**src/rtl/imm_encoder_pkg.sv**
```systemverilog
// imm_encoder_pkg: format codes, opcodes, field widths and FSM states shared by the encoder slice
package imm_encoder_pkg;
  typedef enum logic [1:0] {FMT_B, FMT_LDUR, FMT_STUR, FMT_CBZ} fmt_t;
  typedef enum logic [1:0] {IDLE, CHECK, HOLD, ERR} state_t;
  localparam logic [5:0] OP_B = 6'b000101;
  localparam logic [10:0] OP_STUR = 11'd1984;
  localparam logic [10:0] OP_LDUR = 11'd1986;
  localparam logic [7:0] OP_CBZ = 8'b10110100;
  localparam int W_B = 26;
  localparam int W_LS = 9;
  localparam int W_CBZ = 19;
endpackage

```
**src/rtl/imm_encoder_if.sv**
```systemverilog
// imm_encoder_if: request, emit and control signals of the immediate encoder
interface imm_encoder_if import imm_encoder_pkg::*; #(parameter int CNT_W = 16);
  logic Start;
  logic [63:0] StartAddr;
  logic InValid;
  logic InReady;
  fmt_t Fmt;
  logic [4:0] Rt;
  logic [4:0] Rn;
  logic [63:0] Imm;
  logic OutValid;
  logic OutReady;
  logic [31:0] Instr32;
  logic [63:0] Addr;
  logic Err;
  logic [CNT_W-1:0] Count;
  modport master(output Start, StartAddr, InValid, Fmt, Rt, Rn, Imm, OutReady,
                 input InReady, OutValid, Instr32, Addr, Err, Count);
  modport slave(input Start, StartAddr, InValid, Fmt, Rt, Rn, Imm, OutReady,
                output InReady, OutValid, Instr32, Addr, Err, Count);
endinterface

```
**src/rtl/imm_fit_check.sv**
```systemverilog
// imm_fit_check: true when the signed immediate fits the field width of its format
module imm_fit_check import imm_encoder_pkg::*; (
  input logic [63:0] Imm,
  input fmt_t Fmt,
  output logic Fits
);
  logic [5:0] sh;
  logic [63:0] top;
  // Bits [63:W-1] shifted down arithmetically must be all zeros or all ones
  always_comb begin
    sh = Fmt == FMT_B ? 6'(W_B - 1) : Fmt == FMT_CBZ ? 6'(W_CBZ - 1) : 6'(W_LS - 1);
    top = $signed(Imm) >>> sh;
    Fits = &top | ~|top;
  end
endmodule

```
**src/rtl/imm_encoder.sv**
```systemverilog
// imm_encoder: range-checks and encodes B/LDUR/STUR/CBZ immediates into sequential instruction words
module imm_encoder import imm_encoder_pkg::*; #(parameter int CNT_W = 16) (
  input logic CLK,
  input logic Reset,
  imm_encoder_if.slave bus
);
  state_t state;
  fmt_t fmtQ;
  logic [4:0] rtQ;
  logic [4:0] rnQ;
  logic [63:0] immQ;
  logic fits;
  logic [31:0] enc;
  imm_fit_check fitCheck (.Imm(immQ), .Fmt(fmtQ), .Fits(fits));
  always_comb
    enc = fmtQ == FMT_B ? {OP_B, immQ[W_B-1:0]}
        : fmtQ == FMT_CBZ ? {OP_CBZ, immQ[W_CBZ-1:0], rtQ}
        : {fmtQ == FMT_LDUR ? OP_LDUR : OP_STUR, immQ[W_LS-1:0], 2'b00, rnQ, rtQ};
  always_ff @(posedge CLK) begin
    if (Reset) begin
      state <= IDLE;
      fmtQ <= FMT_B;
      rtQ <= '0;
      rnQ <= '0;
      immQ <= '0;
      bus.InReady <= 1'b1;
      bus.OutValid <= 1'b0;
      bus.Err <= 1'b0;
      bus.Instr32 <= '0;
      bus.Addr <= '0;
      bus.Count <= '0;
    end else if (bus.Start) begin
      state <= IDLE;
      bus.InReady <= 1'b1;
      bus.OutValid <= 1'b0;
      bus.Err <= 1'b0;
      bus.Addr <= bus.StartAddr;
      bus.Count <= '0;
    end else begin
      case (state)
        IDLE: if (bus.InValid) begin
          fmtQ <= bus.Fmt;
          rtQ <= bus.Rt;
          rnQ <= bus.Rn;
          immQ <= bus.Imm;
          bus.InReady <= 1'b0;
          state <= CHECK;
        end
        CHECK: if (fits) begin
          bus.Instr32 <= enc;
          bus.OutValid <= 1'b1;
          state <= HOLD;
        end else begin
          bus.Err <= 1'b1;
          state <= ERR;
        end
        HOLD: if (bus.OutReady) begin
          bus.OutValid <= 1'b0;
          bus.Addr <= bus.Addr + 64'd4;
          bus.Count <= bus.Count + CNT_W'(~&bus.Count);
          bus.InReady <= 1'b1;
          state <= IDLE;
        end
        default: begin
          bus.Err <= 1'b0;
          bus.InReady <= 1'b1;
          state <= IDLE;
        end
      endcase
    end
  end
endmodule

```
**src/flat_wrapper.sv**
```systemverilog
// flat-port wrapper written by rule: the top's interface ports become plain ports
module imm_encoder_flat import imm_encoder_pkg::*;
#(parameter int CNT_W = 16)
  (CLK, Reset, bus_Start, bus_StartAddr, bus_InValid, bus_Fmt, bus_Rt, bus_Rn, bus_Imm, bus_OutReady, bus_InReady, bus_OutValid, bus_Instr32, bus_Addr, bus_Err, bus_Count);
  imm_encoder_if #(.CNT_W(CNT_W)) bus_i ();
  input logic CLK;
  input logic Reset;
  input wire logic [$bits(bus_i.Start)-1:0] bus_Start;
  input wire logic [$bits(bus_i.StartAddr)-1:0] bus_StartAddr;
  input wire logic [$bits(bus_i.InValid)-1:0] bus_InValid;
  input wire logic [$bits(bus_i.Fmt)-1:0] bus_Fmt;
  input wire logic [$bits(bus_i.Rt)-1:0] bus_Rt;
  input wire logic [$bits(bus_i.Rn)-1:0] bus_Rn;
  input wire logic [$bits(bus_i.Imm)-1:0] bus_Imm;
  input wire logic [$bits(bus_i.OutReady)-1:0] bus_OutReady;
  output wire logic [$bits(bus_i.InReady)-1:0] bus_InReady;
  output wire logic [$bits(bus_i.OutValid)-1:0] bus_OutValid;
  output wire logic [$bits(bus_i.Instr32)-1:0] bus_Instr32;
  output wire logic [$bits(bus_i.Addr)-1:0] bus_Addr;
  output wire logic [$bits(bus_i.Err)-1:0] bus_Err;
  output wire logic [$bits(bus_i.Count)-1:0] bus_Count;
  assign bus_i.Start = bus_Start;
  assign bus_i.StartAddr = bus_StartAddr;
  assign bus_i.InValid = bus_InValid;
  assign bus_i.Fmt = bus_Fmt;
  assign bus_i.Rt = bus_Rt;
  assign bus_i.Rn = bus_Rn;
  assign bus_i.Imm = bus_Imm;
  assign bus_i.OutReady = bus_OutReady;
  assign bus_InReady = bus_i.InReady;
  assign bus_OutValid = bus_i.OutValid;
  assign bus_Instr32 = bus_i.Instr32;
  assign bus_Addr = bus_i.Addr;
  assign bus_Err = bus_i.Err;
  assign bus_Count = bus_i.Count;
  imm_encoder #(.CNT_W(CNT_W)) u_core (.CLK(CLK), .Reset(Reset), .bus(bus_i));
endmodule
```
**config.mk**
```make
export PLATFORM = sky130hd
export DESIGN_NAME = imm_encoder_flat
export DESIGN_NICKNAME = d
export VERILOG_FILES = /design/src/rtl/imm_encoder_pkg.sv /design/src/rtl/imm_encoder_if.sv /design/src/rtl/imm_fit_check.sv /design/src/rtl/imm_encoder.sv /design/src/flat_wrapper.sv
export SDC_FILE = /design/constraint.sdc
export NUM_CORES = 1
export LEC_CHECK = 0
export ABC_AREA = 1
export CORE_MARGIN = 2
export CORE_UTILIZATION = 40
export DETAILED_ROUTE_END_ITERATION = 6
export PLACE_DENSITY = 0.65
export SLEW_MARGIN = 15
export SYNTH_ARGS = -nofsm -noshare
export SYNTH_HDL_FRONTEND = slang
export SYNTH_SLANG_ARGS = --single-unit
```
**constraint.sdc**
```tcl
create_clock -name CLK -period 6.7 [get_ports CLK]
set_input_delay 1.34 -clock CLK [delete_from_list [all_inputs] [get_ports CLK]]
set_output_delay 1.34 -clock CLK [all_outputs]
set_load 0.03 [all_outputs]
```
==> summary.txt, run 1 <==
Detailed Route WL - 50790 um
Area Overhead vs Synth - 24.90%
die height - 184.9 um
Skew-Pair Late Insertion Delay - 0.46 ns
type of the worst min-delay path - flop to flop
hold-fix buffers at CTS - 0
most common cell after layout, fill and taps aside - nand2_1
H-tree depth - 4
Top FF cell, synth - dfxtp_1
Worst R2R Start - u_core.fmtQ[0]$_SDFFE_PP0P_
worst-margin pin slew - 1.065 ns
MaxCap Viol Count - 0
Synth area leader - dfxtp_1
Final Max Slew Viols - 0
number of global-route vias before repair - 14.40k
CTS tree - built
Crit Reg-Reg Endpoint - u_core.bus.Instr32[25]$_SDFFE_PP0P_
fin crit period - 4.578 ns
post-synthesis sequential area ratio - 29.22%
Initial Utilization - 40.42%
DP HPWL - 37870 um
Synth Area in Simple Gates - 45.30%
initial antenna violation count - 4
main combinational cell family by area after synthesis - simple AND/OR/NAND/NOR gates
syn avg cell area - 5.854 um^2
largest net degree at the start of global routing - 93
Clock Tree Buf Depth - 2
CP Launch Type - flop
post-synthesis xor/xnor area fraction - 2.745%
FF+latch count, synth - 191
total power - 3088 uW
All-Layer GR Usage - 29.63%
global-route wire length before repair - 79400 um
Worst Reg-to-Reg Cells - 19
fin crit share - 68.33%
nets@finish - 2553
Synth top area share - 29.22%
Netlist cell types - 43
grt total ovfl - 0
synth warn - 0
CP Launch Point - u_core.fmtQ[0]$_SDFFE_PP0P_
mux cell area share after synthesis - 0%
Pwr Density - 189.0 mW/mm^2
Max-Slew Margin vs Limit - 28.89%
Fin. Hold Viols - 0
crit path capture - u_core.bus.Instr32[25]$_SDFFE_PP0P_
filler cell count - 3479
Final setup viols - 0
internal reg-to-reg setup slack - 2.12 ns
Synth Area in Compound Gates - 12.18%
IO Pins - 260
netlist area before placement - 0.01308 mm^2
gpl congestion - 0.9892
Worst Skew - 0.01532 ns
total CTS buffers - 17
fmax - 0.2184 GHz
# resized after CTS - 0
CTS sink count - 191
top cells by area, synth - dfxtp_1 (29%), nand2_1 (20%), nand3_1 (13%)
Clock transition at path regs - 0.08 ns
DR vias - 15.65k
Post-synth EDFFs - 0
row count - 66
Detail Route Antenna Nets - 0
Die Width - 184.9 um
worst-path fanout max - 64
status - complete, but fails checks
RSZ-0062 raised after global routing - no
CORE AREA - 0.03237 mm^2
1st-iter DRT viols - 1655
drt wl/cell - 17.77 um
Critical Path End Type - flop
most frequent cells in the layout - nand2_1 (689), nand3_1 (336), clkdlybuf4s50_1 (257)
Peak VDD IR - 0.1828 mV
FFs w/ async S/R, synth - 0%
Die ar. - 0.03417 mm^2
postcts setup bufs - 0
clk root buf - clkbuf_16
CP arrival - 4.93 ns
I/O Buffers - 259
DRC viols - 1
syn_nets - 2388
Post-Syn Instances - 2235
DRT Pass-1 Iters - 7
Leak - 0.006675 uW
setup TNS - 0 ns
average via count per standard cell - 5.474
Post-Synth Adder-Cell Area - 0.7650%
failing checks - DRC
Required @ worst endpoint - 7.05 ns
layout cells sized above 1 - 3.150%
critical path type - flop to flop
[flip-flops by register name, summed over array words and instances (netlist names)]
| register | flops |
|---|---|
| u_core.bus.InReady | 1 |
| u_core.state | 2 |
| u_core.fmtQ | 2 |
| u_core.rtQ | 5 |
| u_core.immQ | 64 |
| u_core.bus.OutValid | 1 |
| u_core.bus.Count | 16 |
| u_core.bus.Instr32 | 30 |
| u_core.bus.Err | 1 |
| u_core.rnQ | 5 |
| u_core.bus.Addr | 64 |
[through the flow]
step	hold slack [ns]	setup WS [ns]	util [%]	instance area (um^2)	cells
CTS	0.4515	2.141	50.46	16330	2855
finish	0.4514	2.122	50.48	16340	2858
global placement	0.4326	2.265	48.72	15770	2823
detailed placement	0.4407	2.168	48.72	15770	2823
global route	0.4891	1.754	50.48	16340	2858
floorplan	0.4245	3.943	-	13080	2235
[report_power, final]
part           internal (uW)  switching (uW)  total, uW
clock network            522             511       1030
logic                    287             515        802
registers               1190            63.8       1250
total                   2000            1090       3090
[area by class of cell]
| type | count | area [um^2] | area share, % |
|---|---|---|---|
| multi-input cells | 1737 | 8008 | 49.00 |
| flip-flops and latches | 191 | 3824 | 23.40 |
| repair buffers | 278 | 2725 | 16.68 |
| inverters | 175 | 660.6 | 4.043 |
| well taps | 442 | 553.0 | 3.384 |
| clock buffers | 19 | 432.9 | 2.649 |
| clock inverters | 13 | 131.4 | 0.8039 |
| diodes | 3 | 7.507 | 0.04594 |
[synthesized netlist by cell type, types with 2 or more instances]
cell        n
o211ai_1    5
nor2_2      2
o21a_1      6
buf_6       7
dfxtp_1   191
or2_2       2
a31oi_1    46
nand4_1    50
ha_1        8
nor3_1     45
a21oi_1    62
o21ai_1     7
clkbuf_1   74
nor4_1      6
and3_1      2
nand3_1   336
inv_1     169
nand3_2     2
xnor2_1    11
buf_4      10
buf_2      28
nor2_1    258
clkinv_1    2
o21ai_0   140
a21boi_0   16
nor2_4      2
buf_1      13
inv_2       3
xor2_1     30
nand2_1   689
[logic make-up after synthesis]
| logic type | after synthesis |
|---|---|
| simple gates | 1399 |
| buf+inv | 307 |
| compound gates | 289 |
| flops | 191 |
| xor+xnor | 41 |
| fa+ha+maj | 8 |
[worst min path at each step]
stage                                              from  cells past startpoint                                   to
detailed placement  u_core.bus.Instr32[28]$_SDFFE_PP0P_                      2  u_core.bus.Instr32[28]$_SDFFE_PP0P_
global route                 u_core.rnQ[0]$_SDFFE_PP0P_                      2           u_core.rnQ[0]$_SDFFE_PP0P_
CTS                 u_core.bus.Instr32[28]$_SDFFE_PP0P_                      2  u_core.bus.Instr32[28]$_SDFFE_PP0P_
floorplan                    u_core.rnQ[0]$_SDFFE_PP0P_                      2           u_core.rnQ[0]$_SDFFE_PP0P_
global placement        u_core.bus.Addr[1]$_SDFFE_PP0P_                      2      u_core.bus.Addr[1]$_SDFFE_PP0P_
finish              u_core.bus.Instr32[28]$_SDFFE_PP0P_                      2  u_core.bus.Instr32[28]$_SDFFE_PP0P_
[layer usage]
metal,vias up,track usage [%],part of all wire (%)
li1,7656,-,-
met1,7264,40.28,45
met2,635,47.73,45
met3,88,4.404,6.8
met4,2,10.54,2.8
met5,-,0,0.028
[worst max-delay path, cell delays in order, from the launching register on]
cell	delay [ns]
dfxtp_1	0.35
inv_1	0.12
ha_2	0.56
inv_4	0.38
nand2_1	0.23
nand3_1	0.11
nand3_1	0.20
nand2_1	0.15
nand2_1	0.08
nand2_1	0.13
nor2_1	0.13
nand2_1	0.07
nor2_1	0.14
nand2_1	0.07
nor2_1	0.09
nand2_1	0.08
nand2_2	0.45
nand3_2	0.65
a21oi_1	0.31
nor2_1	0.06
Note: power is estimated with default switching activity, not from simulation.
==> inputs of run 2 (changes only) <==
==> constraint.sdc (replaced) <==
create_clock -name CLK -period 4.5 [get_ports CLK]
set_input_delay 0.9 -clock CLK [delete_from_list [all_inputs] [get_ports CLK]]
set_output_delay 0.9 -clock CLK [all_outputs]
set_load 0.03 [all_outputs]
==> run 2 against run 1 <==
The run now ends clean. Final area grew 0.71%. Via count shrank 0.78%. Clock skew shrank 0.0023 ns. Combinational power grew 48%. Final cell count grew 0.14%. Largest cell class unchanged.
==> summary.txt, run 2 (same netlist as run 1, synthesis figures left out) <==
Sw Share - 34.96% (-0.33 points)
RSZ-0062 raised after global routing - no
type of the worst min-delay path - flop to flop
Fin. Hold Viols - 0 (unchanged)
CP Launch Type - flop
P_int - 3005 uW (+50%)
total CTS buffers - 17 (unchanged)
1st-iter DRT viols - 1604 (-3.1%)
hold-fix buffers at CTS - 0 (unchanged)
gpl congestion - 0.9798 (-0.95%)
die height - 184.9 um (unchanged)
Final setup viols - 0 (unchanged)
Final Max Slew Viols - 0 (unchanged)
fin area - 0.01646 mm^2 (+0.71%)
Required @ worst endpoint - 4.85 ns (-2.20 ns)
number of global-route vias before repair - 14.25k (-1.1%)
Worst Skew - 0.01300 ns (-0.002315 ns)
placed instance area - 0.01587 mm^2 (+0.60%)
fmax - 0.2668 GHz (+22%)
status - finished, final reports clean
H-tree depth - 4 (unchanged)
IO Pins - 260 (unchanged)
most common cell after layout, fill and taps aside - nand2_1
Die Width - 184.9 um (unchanged)
grt total ovfl - 0 (unchanged)
Detail Route Antenna Nets - 0 (unchanged)
I/O Buffers - 259 (unchanged)
Die ar. - 0.03417 mm^2 (unchanged)
clk root buf - clkbuf_16
combinational power share - 25.8% (-0.2 points)
CTS tree - built
fin crit share - 83.28% (+15 points)
Leak - 0.006734 uW (+0.89%)
global-route wire length before repair - 78760 um (-0.80%)
Max-Slew Margin vs Limit - 38.59% (+9.7 points)
hold path startpoint - u_core.bus.Instr32[28]$_SDFFE_PP0P_
postcts setup bufs - 0 (unchanged)
average via count per standard cell - 5.424 (-0.92%)
Placement Setup Slack - 0.8236 ns (-1.345 ns)
layout cells sized above 1 - 3.473% (+0.32 points)
worst-path fanout max - 51 (-20%)
critical path type - flop to flop
# resized after CTS - 0 (unchanged)
Critical Path End Type - flop
CP arrival - 4.10 ns (-0.83 ns)
Peak VDD IR - 0.3042 mV (+66%)
drt wl/cell - 17.52 um (-1.4%)
CORE AREA - 0.03237 mm^2 (unchanged)
largest net degree at the start of global routing - 102 (+9.7%)
Flop pwr share - 40.4% (-0.2 points)
Final WS setup - 0.7523 ns (-1.369 ns)
biggest regs - u_core.bus.Addr: 64 flops, u_core.immQ: 64 flops, u_core.bus.Instr32: 30 flops
nets@finish - 2559 (+0.24%)
most frequent cells in the layout - nand2_1 (689), nand3_1 (336), clkdlybuf4s50_1 (257)
CTS sink count - 191 (unchanged)
DR vias - 15.52k (-0.78%)
Clock transition at path regs - 0.08 ns (about the same)
DRC viols - 0 (-1)
Psw - 1615 uW (+48%)
setup TNS - 0 ns (unchanged)
Area Overhead vs Synth - 25.79%
initial antenna violation count - 1 (-3)
worst-margin pin slew - 0.9211 ns (-0.1440 ns)
Clock Power Share - 33.8% (+0.4 points)
Initial Utilization - 40.42% (unchanged)
Clock Tree Buf Depth - 2 (unchanged)
MaxCap Viol Count - 0 (unchanged)
Skew-Pair Late Insertion Delay - 0.46 ns (about the same)
Detailed Route WL - 50150 um (-1.3%)
row count - 66 (unchanged)
Pwr Density - 280.7 mW/mm^2 (+49%)
Worst R2R Start - u_core.fmtQ[1]$_SDFFE_PP0P_
fin crit period - 3.748 ns (-0.8306 ns)
DP HPWL - 37340 um (-1.4%)
CP Launch Point - u_core.fmtQ[1]$_SDFFE_PP0P_
DRT Pass-1 Iters - 6 (-1)
All-Layer GR Usage - 29.28% (-0.36 points)
-- run 2: cell types whose count changed in the layout (fill, tap and decap cells not counted) --
cell / change
buf_12: +4
buf_4: +2
clkbuf_1: -2
clkbuf_8: +1
clkinv_2: -1
clkinv_8: +1
diode_2: -2
inv_6: +1
-- run 2: final timing paths --
path,slack [ns],end,cells past startpoint
setup / recovery,0.75,u_core.bus.Instr32[25]$_SDFFE_PP0P_,18
hold / removal,0.45,u_core.bus.Instr32[28]$_SDFFE_PP0P_,2
setup reg to reg,0.75,u_core.bus.Instr32[25]$_SDFFE_PP0P_,18
hold reg to reg,0.45,u_core.bus.Instr32[28]$_SDFFE_PP0P_,2
-- run 2: cell type report --
cell class / instances / area, um^2
diodes: 1 / 2.502
flip-flops and latches: 191 / 3824
repair buffers: 284 / 2820
clock buffers: 18 / 439.2
well taps: 442 / 553.0
inverters: 175 / 660.6
fillers: 3474 / 15910
clock inverters: 14 / 151.4
multi-input cells: 1737 / 8008
-- run 2: layer usage --
layer  track usage (%)  share of wire (%)  up-vias
li1                  -                  -     7673
met1             40.69                 45     7111
met2             47.78                 46      676
met3             3.441                7.2       63
met4             8.254                2.0        0
met5                 0                  0        -
-- run 2: metrics by stage --
stage          total power [uW]  cells  hold WS [ns]  utilization (%)
6_report                   4619   2862        0.4493            50.84
5_1_grt                    4842   2862        0.4803            50.84
4_1_cts                    4633   2861        0.4544            50.83
3_5_place_dp               3077   2829        0.4419            49.01
3_3_place_gp               3073   2829        0.4354            49.01
2_1_floorplan              2619   2235        0.4245                -
-- run 2: critical path, cell delays in order, from the launching register on --
cell and delay (ns):
dfxtp_1 0.33, inv_1 0.14, ha_2 0.23, buf_4 0.49
nand2_1 0.20, nand3_1 0.14, nand3_1 0.16, nand3_1 0.14
nand2_1 0.12, nor2_1 0.11, nand2_1 0.06, nor2_1 0.22
nand2_1 0.08, nor2_1 0.09, nand2_1 0.09, nand2_2 0.08
nand3_2 0.52, a21oi_1 0.33, nor2_1 0.07
-- run 2: power by group through the flow --
| stage | combinational, uW | clock [uW] | sequential (uW) |
|---|---|---|---|
| after CTS | 1180 | 1590 | 1860 |
| after detailed placement | 1170 | 0 | 1900 |
| after global placement | 1170 | 0 | 1900 |
| after floorplan | 683 | 0 | 1940 |
| after global routing | 1310 | 1650 | 1880 |
| final | 1190 | 1560 | 1870 |
